### src/rtl/ctrl_sequencer.sv
// ctrl_sequencer: multi-cycle fetch/decode/execute controller for the ALU datapath.
// Decodes ADDI/ADD/SUB/BNE, drives the register-file/ALU controls, resolves BNE
// from the datapath EQ flag, owns the PC and counts retired instructions.
module ctrl_sequencer #(
    parameter int unsigned            ADDRESS_WIDTH = 5,
    parameter int unsigned            DATA_WIDTH    = 32,
    parameter logic [DATA_WIDTH-1:0]  RESET_PC      = '0
) (
    input  logic                     clk,
    input  logic                     rst,
    output logic                     instr_req,
    output logic [DATA_WIDTH-1:0]    instr_addr,
    input  logic [DATA_WIDTH-1:0]    instr_rdata,
    input  logic                     instr_valid,
    input  logic                     EQ,
    output logic                     RegWrite,
    output logic                     ALUsrc,
    output logic                     ALUctrl,
    output logic [DATA_WIDTH-1:0]    immOp,
    output logic [ADDRESS_WIDTH-1:0] rs1,
    output logic [ADDRESS_WIDTH-1:0] rs2,
    output logic [ADDRESS_WIDTH-1:0] rd,
    output logic [DATA_WIDTH-1:0]    pc,
    output logic [DATA_WIDTH-1:0]    instret,
    output logic                     illegal
);

    localparam logic [6:0] OPC_OPIMM  = 7'b0010011;
    localparam logic [6:0] OPC_OP     = 7'b0110011;
    localparam logic [6:0] OPC_BRANCH = 7'b1100011;
    localparam logic [2:0] F3_ADD     = 3'b000;
    localparam logic [2:0] F3_BNE     = 3'b001;
    localparam logic [6:0] F7_ADD     = 7'b0000000;
    localparam logic [6:0] F7_SUB     = 7'b0100000;
    localparam int unsigned PC_STEP   = 4;

    typedef enum logic [1:0] {
        S_FETCH  = 2'd0,
        S_DECODE = 2'd1,
        S_EXEC   = 2'd2,
        S_TRAP   = 2'd3
    } state_t;

    state_t                  state, state_d;
    logic [DATA_WIDTH-1:0]   ir, ir_d;
    logic                    branch_q, branch_d;

    logic                    req_d;
    logic                    regwrite_d;
    logic                    alusrc_d;
    logic                    aluctrl_d;
    logic [DATA_WIDTH-1:0]   imm_d;
    logic [ADDRESS_WIDTH-1:0] rs1_d, rs2_d, rd_d;
    logic [DATA_WIDTH-1:0]   pc_d;
    logic [DATA_WIDTH-1:0]   instret_d;
    logic                    illegal_d;

    // Instruction fields of the held instruction
    logic [6:0]              opcode;
    logic [2:0]              funct3;
    logic [6:0]              funct7;
    logic [ADDRESS_WIDTH-1:0] dec_rs1, dec_rs2, dec_rd;
    logic [DATA_WIDTH-1:0]   imm_i, imm_b;

    assign opcode  = ir[6:0];
    assign funct3  = ir[14:12];
    assign funct7  = ir[31:25];
    assign dec_rs1 = ADDRESS_WIDTH'(ir[19:15]);
    assign dec_rs2 = ADDRESS_WIDTH'(ir[24:20]);
    assign dec_rd  = ADDRESS_WIDTH'(ir[11:7]);
    assign imm_i   = {{(DATA_WIDTH-12){ir[31]}}, ir[31:20]};
    assign imm_b   = {{(DATA_WIDTH-13){ir[31]}}, ir[31], ir[7], ir[30:25], ir[11:8], 1'b0};

    // Fetch address is always the architectural PC
    assign instr_addr = pc;

    logic                    dec_legal;
    logic                    dec_write;
    logic                    dec_branch;
    logic                    dec_alusrc;
    logic                    dec_aluctrl;
    logic                    dec_has_imm;
    logic [DATA_WIDTH-1:0]   dec_imm;

    // Instruction decoder for the supported RV32I subset
    always_comb begin
        dec_legal   = 1'b0;
        dec_write   = 1'b0;
        dec_branch  = 1'b0;
        dec_alusrc  = 1'b0;
        dec_aluctrl = 1'b0;
        dec_has_imm = 1'b0;
        dec_imm     = '0;
        case (opcode)
            OPC_OPIMM: begin
                if (funct3 == F3_ADD) begin
                    dec_legal   = 1'b1;
                    dec_write   = 1'b1;
                    dec_alusrc  = 1'b1;
                    dec_has_imm = 1'b1;
                    dec_imm     = imm_i;
                end
            end
            OPC_OP: begin
                if (funct3 == F3_ADD && funct7 == F7_ADD) begin
                    dec_legal   = 1'b1;
                    dec_write   = 1'b1;
                end else if (funct3 == F3_ADD && funct7 == F7_SUB) begin
                    dec_legal   = 1'b1;
                    dec_write   = 1'b1;
                    dec_aluctrl = 1'b1;
                end
            end
            OPC_BRANCH: begin
                if (funct3 == F3_BNE) begin
                    dec_legal   = 1'b1;
                    dec_branch  = 1'b1;
                    dec_aluctrl = 1'b1;
                    dec_has_imm = 1'b1;
                    dec_imm     = imm_b;
                end
            end
            default: ;
        endcase
    end

    logic [DATA_WIDTH-1:0] branch_target;
    assign branch_target = pc + immOp;

    // Next-state and next-output logic; everything holds unless a state acts on it
    always_comb begin
        state_d    = state;
        ir_d       = ir;
        branch_d   = branch_q;
        regwrite_d = 1'b0;
        alusrc_d   = ALUsrc;
        aluctrl_d  = ALUctrl;
        imm_d      = immOp;
        rs1_d      = rs1;
        rs2_d      = rs2;
        rd_d       = rd;
        pc_d       = pc;
        instret_d  = instret;
        illegal_d  = illegal;
        case (state)
            S_FETCH: begin
                if (instr_req && instr_valid) begin
                    ir_d    = instr_rdata;
                    state_d = S_DECODE;
                end
            end
            S_DECODE: begin
                if (!dec_legal) begin
                    illegal_d = 1'b1;
                    state_d   = S_TRAP;
                end else begin
                    alusrc_d   = dec_alusrc;
                    aluctrl_d  = dec_aluctrl;
                    if (dec_has_imm) begin
                        imm_d = dec_imm;
                    end
                    rs1_d      = dec_rs1;
                    rs2_d      = dec_rs2;
                    rd_d       = dec_rd;
                    regwrite_d = dec_write && (dec_rd != '0);
                    branch_d   = dec_branch;
                    state_d    = S_EXEC;
                end
            end
            S_EXEC: begin
                if (branch_q && !EQ) begin
                    // Halfword-misaligned target cannot be fetched: trap without retiring
                    if (branch_target[1]) begin
                        illegal_d = 1'b1;
                        state_d   = S_TRAP;
                    end else begin
                        pc_d      = branch_target;
                        instret_d = instret + DATA_WIDTH'(1);
                        state_d   = S_FETCH;
                    end
                end else begin
                    pc_d      = pc + DATA_WIDTH'(PC_STEP);
                    instret_d = instret + DATA_WIDTH'(1);
                    state_d   = S_FETCH;
                end
            end
            S_TRAP: begin
                illegal_d = 1'b1;
            end
            default: begin
                state_d = S_TRAP;
            end
        endcase
        req_d = (state_d == S_FETCH);
    end

    // State and registered outputs; synchronous reset aborts any instruction
    always_ff @(posedge clk) begin
        if (rst) begin
            state     <= S_FETCH;
            ir        <= '0;
            branch_q  <= 1'b0;
            instr_req <= 1'b0;
            RegWrite  <= 1'b0;
            ALUsrc    <= 1'b0;
            ALUctrl   <= 1'b0;
            immOp     <= '0;
            rs1       <= '0;
            rs2       <= '0;
            rd        <= '0;
            pc        <= RESET_PC;
            instret   <= '0;
            illegal   <= 1'b0;
        end else begin
            state     <= state_d;
            ir        <= ir_d;
            branch_q  <= branch_d;
            instr_req <= req_d;
            RegWrite  <= regwrite_d;
            ALUsrc    <= alusrc_d;
            ALUctrl   <= aluctrl_d;
            immOp     <= imm_d;
            rs1       <= rs1_d;
            rs2       <= rs2_d;
            rd        <= rd_d;
            pc        <= pc_d;
            instret   <= instret_d;
            illegal   <= illegal_d;
        end
    end

endmodule
### config.mk
export PLATFORM = sky130hd
export DESIGN_NAME = ctrl_sequencer
export DESIGN_NICKNAME = d
export VERILOG_FILES = /design/src/rtl/ctrl_sequencer.sv
export SDC_FILE = /design/constraint.sdc
export NUM_CORES = 1
export LEC_CHECK = 0
export ABC_AREA = 1
export CORE_MARGIN = 3
export CORE_UTILIZATION = 57
export DETAILED_ROUTE_END_ITERATION = 7
export GPL_TIMING_DRIVEN = 0
export PLACE_DENSITY = 0.87
export SLEW_MARGIN = 10
export SYNTH_ARGS = -nofsm -noshare
export SYNTH_HDL_FRONTEND = slang
export SYNTH_SLANG_ARGS = --single-unit
### constraint.sdc
create_clock -name clk -period 6.94 [get_ports clk]
set_input_delay 1.388 -clock clk [delete_from_list [all_inputs] [get_ports clk]]
set_output_delay 1.388 -clock clk [all_outputs]
set_load 0.01 [all_outputs]
## Word level (Yosys, flattened, before mapping)

Index checks and enable logic that the tools add are counted.

| cells by class | value |
|---|---|
| $add $sub $neg | 3 |
| eq/ne operators | 12 |
| muxes and demuxes | 27 |
| bitwise operators | 2 |
| reduce and logical (&&, ||, !) cells | 18 |

Operators by type and width:

| kind | number |
|---|---|
| 2-to-1 mux 32 bit | 6 |
| one-hot mux 32 bit (2 select lines) | 1 |
| adder 32 x 1 -> 32 bit, second input constant | 1 |
| adder 32 x 3 -> 32 bit, second input constant | 1 |
| adder 32 bit | 1 |
| == test 7 x 6 -> 1 bit, second input constant | 2 |
| 2-to-1 mux 1 bit | 11 |
| != test 2 bit, second input constant | 4 |
| == test 7 x 5 -> 1 bit, second input constant | 1 |
| == test 7 bit, second input constant | 1 |
| zero test 7 bit | 1 |
| 2-to-1 mux 2 bit | 3 |
| one-hot mux 1 bit (2 select lines) | 3 |
| one-hot mux 1 bit (3 select lines) | 2 |
| one-hot mux 2 bit (3 select lines) | 1 |
| AND reduction 2 bit | 3 |
| logical AND 1 bit | 5 |
| nonzero test 5 bit | 1 |
| == test 2 bit, second input constant | 2 |
| zero test 2 bit | 2 |
| AND reduction 4 bit | 1 |
| == test 3 x 1 -> 1 bit, second input constant | 1 |
| zero test 3 bit | 1 |
| AND reduction 3 bit | 1 |
| 5 further kinds | 6 |

| storage, ports and cells | value |
|---|---|
| bits in registers | 151 |
| input port bits | 36 |

## Logic depth before layout (Yosys ltp)

Gate-level depths: netlist of the first run.

| logic depth | value |
|---|---|
| depth in word-level cells | 8 |
| depth in mapped cells | 14 |
| depth with buffers taken out | 14 |

## Worst setup path before layout of the first run

Ideal clock, no wire load.

| path | value |
|---|---|
| path type | register to output |
| start point | reg immOp[30] (netlist name) |
| end point | out immOp[13] |
| arrival time | 1.291 ns |
| path slack | 4.261 ns |
| stages on the path, launching flop included | 2 |
| cells stage by stage | dfxtp_1 -> buf_4 |

RTL lines:

| what | line | RTL |
|---|---|---|
| end, declared | 19 | `output logic [DATA_WIDTH-1:0] immOp,` |

==> results of run 1 <==
==> per-layer routing <==
metal / GRT usage / vias up
li1: - / 5011
met1: 0.413 / 4681
met2: 0.567 / 501
met4: 0.132 / 0
met5: 0 / -
met3: 0.0616 / 90
==> worst max-delay path by stage <==
stage,from,to
after floorplan,immOp[30],immOp[13]
after detailed placement,EQ,instr_addr[23]
after CTS,immOp[30],immOp[13]
final,immOp[30],immOp[19]
after global routing,immOp[30],immOp[19]
after global placement,EQ,instr_addr[23]
==> kinds of logic after synthesis <==
kind of cell,Yosys count,share of synthesized area
AO/OA/AOI/OAI,276,0.162
XOR/XNOR,28,0.0273
adder cells (fa/ha/maj),33,0.0459
buffers and inverters,266,0.136
flip-flops,131,0.292
other,1,0.000417
AND/OR/NAND/NOR,695,0.337
==> report_power, final <==
part | internal [µW] | total (µW) | switching (µW)
clock | 493 | 914 | 422
combinational | 108 | 237 | 129
sequential | 782 | 822 | 40.0
total | 1380 | 1970 | 590
==> stage by stage <==
stage	util	area, µm²	instances	total power [µW]
floorplan	-	8990	1431	958
global placement	0.723	11100	1823	1060
detailed placement	0.723	11100	1823	1070
CTS	0.764	11700	1855	1970
global route	0.764	11700	1855	2030
finish	0.764	11700	1855	1970
==> critical path: stages, from the launching register on <==
cell and delay [ps]:
dfxtp_2 870, buf_4 220, clkdlybuf4s50_1 540
==> cell usage in the layout, fill, tap and decap left out, drive strengths merged, types with 5 or more instances in the layout <==
master and count:
nor3 35, nand2 346, a31oi 6, inv 179, dfxtp 131, a21oi 141, nand3 89, clkbuf 47
xnor2 9, nor4 6, o21ai 109, clkinv 10, o21bai 6, buf 62, clkdlybuf4s50 181, ha 33
nor2 179, xor2 19, o31ai 5, nand4 21, nand3b 11
==> sequential cells by signal (all words and copies together) (netlist names) <==
register,cells
instret,32
rd,5
state,2
branch_q,1
ir,32
rs1,5
ALUsrc,1
instr_req,1
RegWrite,1
immOp,13
instr_addr,31
illegal,1
rs2,5
ALUctrl,1
==> cell type report <==
type / count / area share
inverter: 174 / 0.0559
clock buffer: 17 / 0.0364
multi-input combinational: 1034 / 0.440
timing repair buffer: 181 / 0.155
tap: 211 / 0.0226
buffer: 92 / 0.0486
clock inverter: 15 / 0.0172
sequential: 131 / 0.224
==> results.tsv, run 1 <==
stage	metric	value	unit
run_status	outcome	finished clean	
synth	yosysSeqAreaShare	0.292	
synth	synthTopCellsByCount	nand2_1 (339), nor2_1 (175), inv_1 (163)	
sta	max-slew-margin-rel	0.443	
sta	post-route-period-util	0.501	
layout	nNetsFinal	1700	
drt	avgRoutedWirePerCell	16.0	µm
layout	drive_above_1_share	0.0773	
hold_path	hold_depth	2	
worst_setup_path	r2r_slack	4030	ps
layout	area_delta_synth_final	30.1	%
sta	skew	9.95	ps
synth	synth-edff-count	0	
cts	cts_tree	done	
sta	setup_slack	3460	ps
hold_path	holdPathEnd	branch_q	
sta	hold_violations	0	
power_and_ir_drop	p_leak	0.00504	µW
layout	antenna_cells	0	
cts	clk_latency	430	ps
floorplan	die_w	132	µm
cts	htree_levels	4	
global_route	grt_antenna_before_repair	0	
floorplan	die_y	132	µm
worst_setup_path	end_kind	output pin	
drt	vias	10300	
place	place_congestion	1.02	
drt	detail-route-antenna-nets	0	
synth	synthCells	1430	
drt	met1_length	11.9	mm
synth	synth.area.top_cells	dfxtp_1 (29%), nand2_1 (14%), a21oi_1 (7.8%)	
floorplan	start_util	0.587	
power_and_ir_drop	ir_drop	0.161	mV
floorplan	die_area	17300	µm²
synth	avgSynthCellArea	6.28	µm²
cts	cts_sinks	131	
global_route	grt_max_degree	42	
floorplan	rows	45	
worst_setup_path	r2r_start	immOp[30]	
synth	synth_largest_area_cell	dfxtp_1	
synth	synth.most_common_cell	nand2_1	
drt	drt-pass1-iter-count	6	
worst_setup_path	critPathLaunchType	register	
sta	finalMaxSlewViolations	0	
drt	routed_wl	29.7	mm
cts	clk_path_buf_depth	2	
sta	setup_viol_count_final	0	
layout	multi_input_area	5150	µm²
cts	clkTransAtPathRegs	70	ps
synth	synth-main-ff-cell	dfxtp_1	
worst_setup_path	crit_path_max_fanout	41	
global_route	grtUsageTotal	0.332	
synth	yosysWarnings	0	
layout	fillers	1264	
drt	drc	0	
drt	top_layer	met4	
worst_setup_path	r2r_end	instr_addr[23]	
drt	wl_met2	14.3	mm
drt	drt_iter0_markers	1003	
worst_setup_path	worst_r2r_path_depth	12	
floorplan	io_pins	184	
synth	async_reset_ff_frac	0	
sta	final.setup.tns	0	ps
drt	met3_length	2.46	mm
cts	post_cts_buffers	0	
sta	fmax	288	MHz
sta	fin_crit	3480	ps
sta	hold_slack	472	ps
place	hpwl	22.8	mm
power_and_ir_drop	power.density	169	nW/µm²
floorplan	coreArea	15300	µm²
drt	viasPerCell	5.54	
cts	ctsResizeCount	0	
place	pre_cts_ws	3280	ps
global_route	globalRouteOverflowTotal	0	
synth	syn_area	8990	µm²
worst_setup_path	arrival	2090	ps
place	io_buffers	181	
sta	worst_slew_pin_slew	836	ps
job	drv_cap	0	
hold_path	min_from	branch_q	
hold_path	hold_path_class	reg -> reg	
global_route	grt_first_pass_wirelength	47.2	mm
cts	cts-buffers-inserted	17	
layout	seq_area	2620	µm²
synth	yosys.cell_types.count	44	
worst_setup_path	worstSetupPathType	reg -> out	
synth	synth_top_area_share	0.292	
worst_setup_path	worstPathRequired	5550	ps
cts	clockRootBuffer	clkbuf_16	
global_route	grt_pass1_vias	9676	
sta	rsz0062_at_grt	no	
synth	ys_ff_latch	131	
cts	hold_buffers	0	
Note: power is estimated with default switching activity, not from simulation.
==> inputs of run 2 (changes only) <==
Settings changed: CORE_UTILIZATION 57 to 53, PLACE_DENSITY 0.87 to 0.82.
Clock period 6.94 ns to 3.27 ns, I/O delays scaled along.
==> run 2 against run 1 <==
Clock skew rose by 1.5 ps. Register-to-register slack lost 3600 ps. Worst setup slack worse by 3000 ps. Global-route usage decreased by 0.45 points. Total power grew 110%. Die area is 7.2% higher. Non-clock buffer count unchanged. Largest power group unchanged. Clock-buffer cell count is the same.
==> results.tsv, run 2 (synthesis gave the netlist of run 1 again) <==
stage	metric	value	unit	change
run_status	outcome	finished clean		
cts	ctsResizeCount	0		unchanged
place	hpwl	23.6	mm	+3.5%
sta	finalMaxSlewViolations	0		unchanged
power_and_ir_drop	ir_drop	0.367	mV	+130%
cts	cts_tree	done		
worst_setup_path	crit_slowest_cell	dfxtp_2		
layout	area_delta_synth_final	30.0	%	about the same
worst_setup_path	arrival	3180	ps	+1090 ps
layout	fillers	1445		+14%
global_route	grt_first_pass_wirelength	47.8	mm	+1.3%
worst_setup_path	slowest_delay	870	ps	about the same
cts	htree_levels	4		unchanged
worst_setup_path	worstSetupPathType	reg -> reg		
power_and_ir_drop	pwr-share-clk	0.464		about the same
layout	antenna_cells	0		unchanged
power_and_ir_drop	switching_share	0.303		+0.00418
floorplan	rows	46		+2.2%
drt	drc	0		unchanged
worst_setup_path	end_kind	register		
floorplan	io_pins	184		unchanged
place	io_buffers	181		unchanged
layout	mostFrequentLayoutCells	nand2_1 (339), clkdlybuf4s50_1 (181), nor2_1 (175), inv_1 (163), a21oi_1 (140)		
place	pre_cts_ws	378	ps	-2910 ps
layout	seq_area	2620	µm²	unchanged
drt	drt_iter0_markers	798		-20%
cts	clk_path_buf_depth	2		unchanged
drt	met1_length	12.3	mm	+3.1%
cts	hold_buffers	0		unchanged
drt	wl_met2	14.1	mm	-1.4%
worst_setup_path	path_common_cell	nand2_1		
floorplan	die_area	18600	µm²	+7.2%
cts	clkTransAtPathRegs	70	ps	about the same
sta	rsz0062_at_grt	no		
sta	hold_violations	0		unchanged
drt	vias	10100		-1.6%
drt	detail-route-antenna-nets	0		unchanged
power_and_ir_drop	internal-power	2930	µW	+110%
global_route	grt_antenna_before_repair	0		unchanged
floorplan	coreArea	16200	µm²	+6.0%
place	place_congestion	0.954		-6.9%
layout	finish.utilization	0.720		-0.0437
job	drv_cap	0		unchanged
sta	setup_slack	458	ps	-3010 ps
hold_path	hold_path_class	reg -> reg		
worst_setup_path	critical_path_buf_inv_count	2		unchanged
sta	final.setup.tns	0	ps	unchanged
drt	top_layer	met4		
sta	max-slew-margin-rel	0.443		about the same
layout	final_common_cell	nand2_1		
worst_setup_path	crit_path_max_fanout	41		unchanged
cts	post_cts_buffers	0		unchanged
power_and_ir_drop	seqPwrFrac	0.416		about the same
floorplan	die_w	136	µm	+3.5%
floorplan	die_y	136	µm	+3.5%
sta	fin_crit	2810	ps	
sta	worst_slew_pin_slew	836	ps	+0.128 ps
cts	clk_latency	440	ps	about the same
worst_setup_path	critPathLaunchType	register		
layout	multi_input_area	5150	µm²	unchanged
global_route	globalRouteOverflowTotal	0		unchanged
worst_setup_path	critical_path.top_delay_family	flip-flops		
drt	avgRoutedWirePerCell	16.3	µm	+1.6%
drt	met3_length	2.49	mm	+0.98%
drt	routed_wl	30.3	mm	+1.9%
sta	fmax	356	MHz	
power_and_ir_drop	p_leak	0.00503	µW	-0.18%
worst_setup_path	crit_chain	ha_1, nand2_1, inv_1, a21oi_1, inv_1, a21oi_1, nand2_1, nand2_1, nand2_1, nand2_1, nand3_1, a21oi_1		
sta	hold_slack	451	ps	-20.5 ps
drt	drt-pass1-iter-count	6		unchanged
cts	clockRootBuffer	clkbuf_16		
global_route	grtUsageTotal	0.327		-0.00449
power_and_ir_drop	p_comb_frac	0.121		about the same
global_route	grt_pass1_vias	9572		-1.1%
power_and_ir_drop	switchingPower	1270	µW	+120%
sta	skew	11.5	ps	+1.51 ps
sta	setup_viol_count_final	0		unchanged
layout	nNetsFinal	1700		unchanged
power_and_ir_drop	p_total	4200	µW	+110%
layout	drive_above_1_share	0.0773		unchanged
cts	cts_sinks	131		unchanged
global_route	grt_max_degree	42		unchanged
floorplan	start_util	0.554		-0.0331
cts	cts-buffers-inserted	17		unchanged
worst_setup_path	worstPathRequired	3640	ps	-1910 ps
power_and_ir_drop	power.density	359	nW/µm²	+110%
sta	post-route-period-util	0.860		
drt	viasPerCell	5.44		-1.9%
## run 2: changes by cell type in the layout (fill, tap and decap cells not counted), sizes merged
| cell | delta |
|---|---|
| inv | +1 |
| clkinvlp | +1 |
| clkinv | -2 |
## run 2: per-stage QoR
| stage | std cells | area (µm²) |
|---|---|---|
| floorplan | 1431 | 8990 |
| global placement | 1828 | 11100 |
| detailed placement | 1828 | 11100 |
| CTS | 1860 | 11700 |
| global route | 1860 | 11700 |
| finish | 1860 | 11700 |
## run 2: per-layer routing
metal | track usage | up-vias
met5 | 0 | -
met4 | 0.168 | 0
li1 | - | 5019
met2 | 0.542 | 451
met3 | 0.0625 | 91
met1 | 0.405 | 4556
## run 2: path summary, 6_finish.rpt
path	cells after the start	startpoint	endpoint	slack, ps
setup / recovery	12	immOp[30]	instr_addr[23]	460
hold / removal	2	illegal	illegal	450
setup reg to reg	12	immOp[30]	instr_addr[23]	460
hold reg to reg	2	illegal	illegal	450
## run 2: power groups by stage
stage / clock (µW) / combinational, µW / sequential, µW
5_1_grt: 2020 / 552 / 1750
2_1_floorplan: 0 / 271 / 1760
6_report: 1950 / 506 / 1750
3_5_place_dp: 0 / 499 / 1780
4_1_cts: 1940 / 502 / 1740
3_3_place_gp: 0 / 488 / 1780
## run 2: cell type report
cell class | instances | area share
clock buffers | 17 | 0.0364
well taps | 216 | 0.0231
repair buffers | 181 | 0.155
flip-flops and latches | 131 | 0.225
plain buffers | 92 | 0.0486
clock inverters | 15 | 0.0158
multi-input cells | 1034 | 0.440
inverters | 174 | 0.0559
## run 2: worst register-to-register path, stage by stage, from the launching register on
cell	delay, ps
dfxtp_2	870
ha_1	430
nand2_1	150
inv_1	70
a21oi_1	280
inv_1	70
a21oi_1	190
nand2_1	170
nand2_1	110
nand2_1	60
nand2_1	60
nand3_1	130
a21oi_1	170
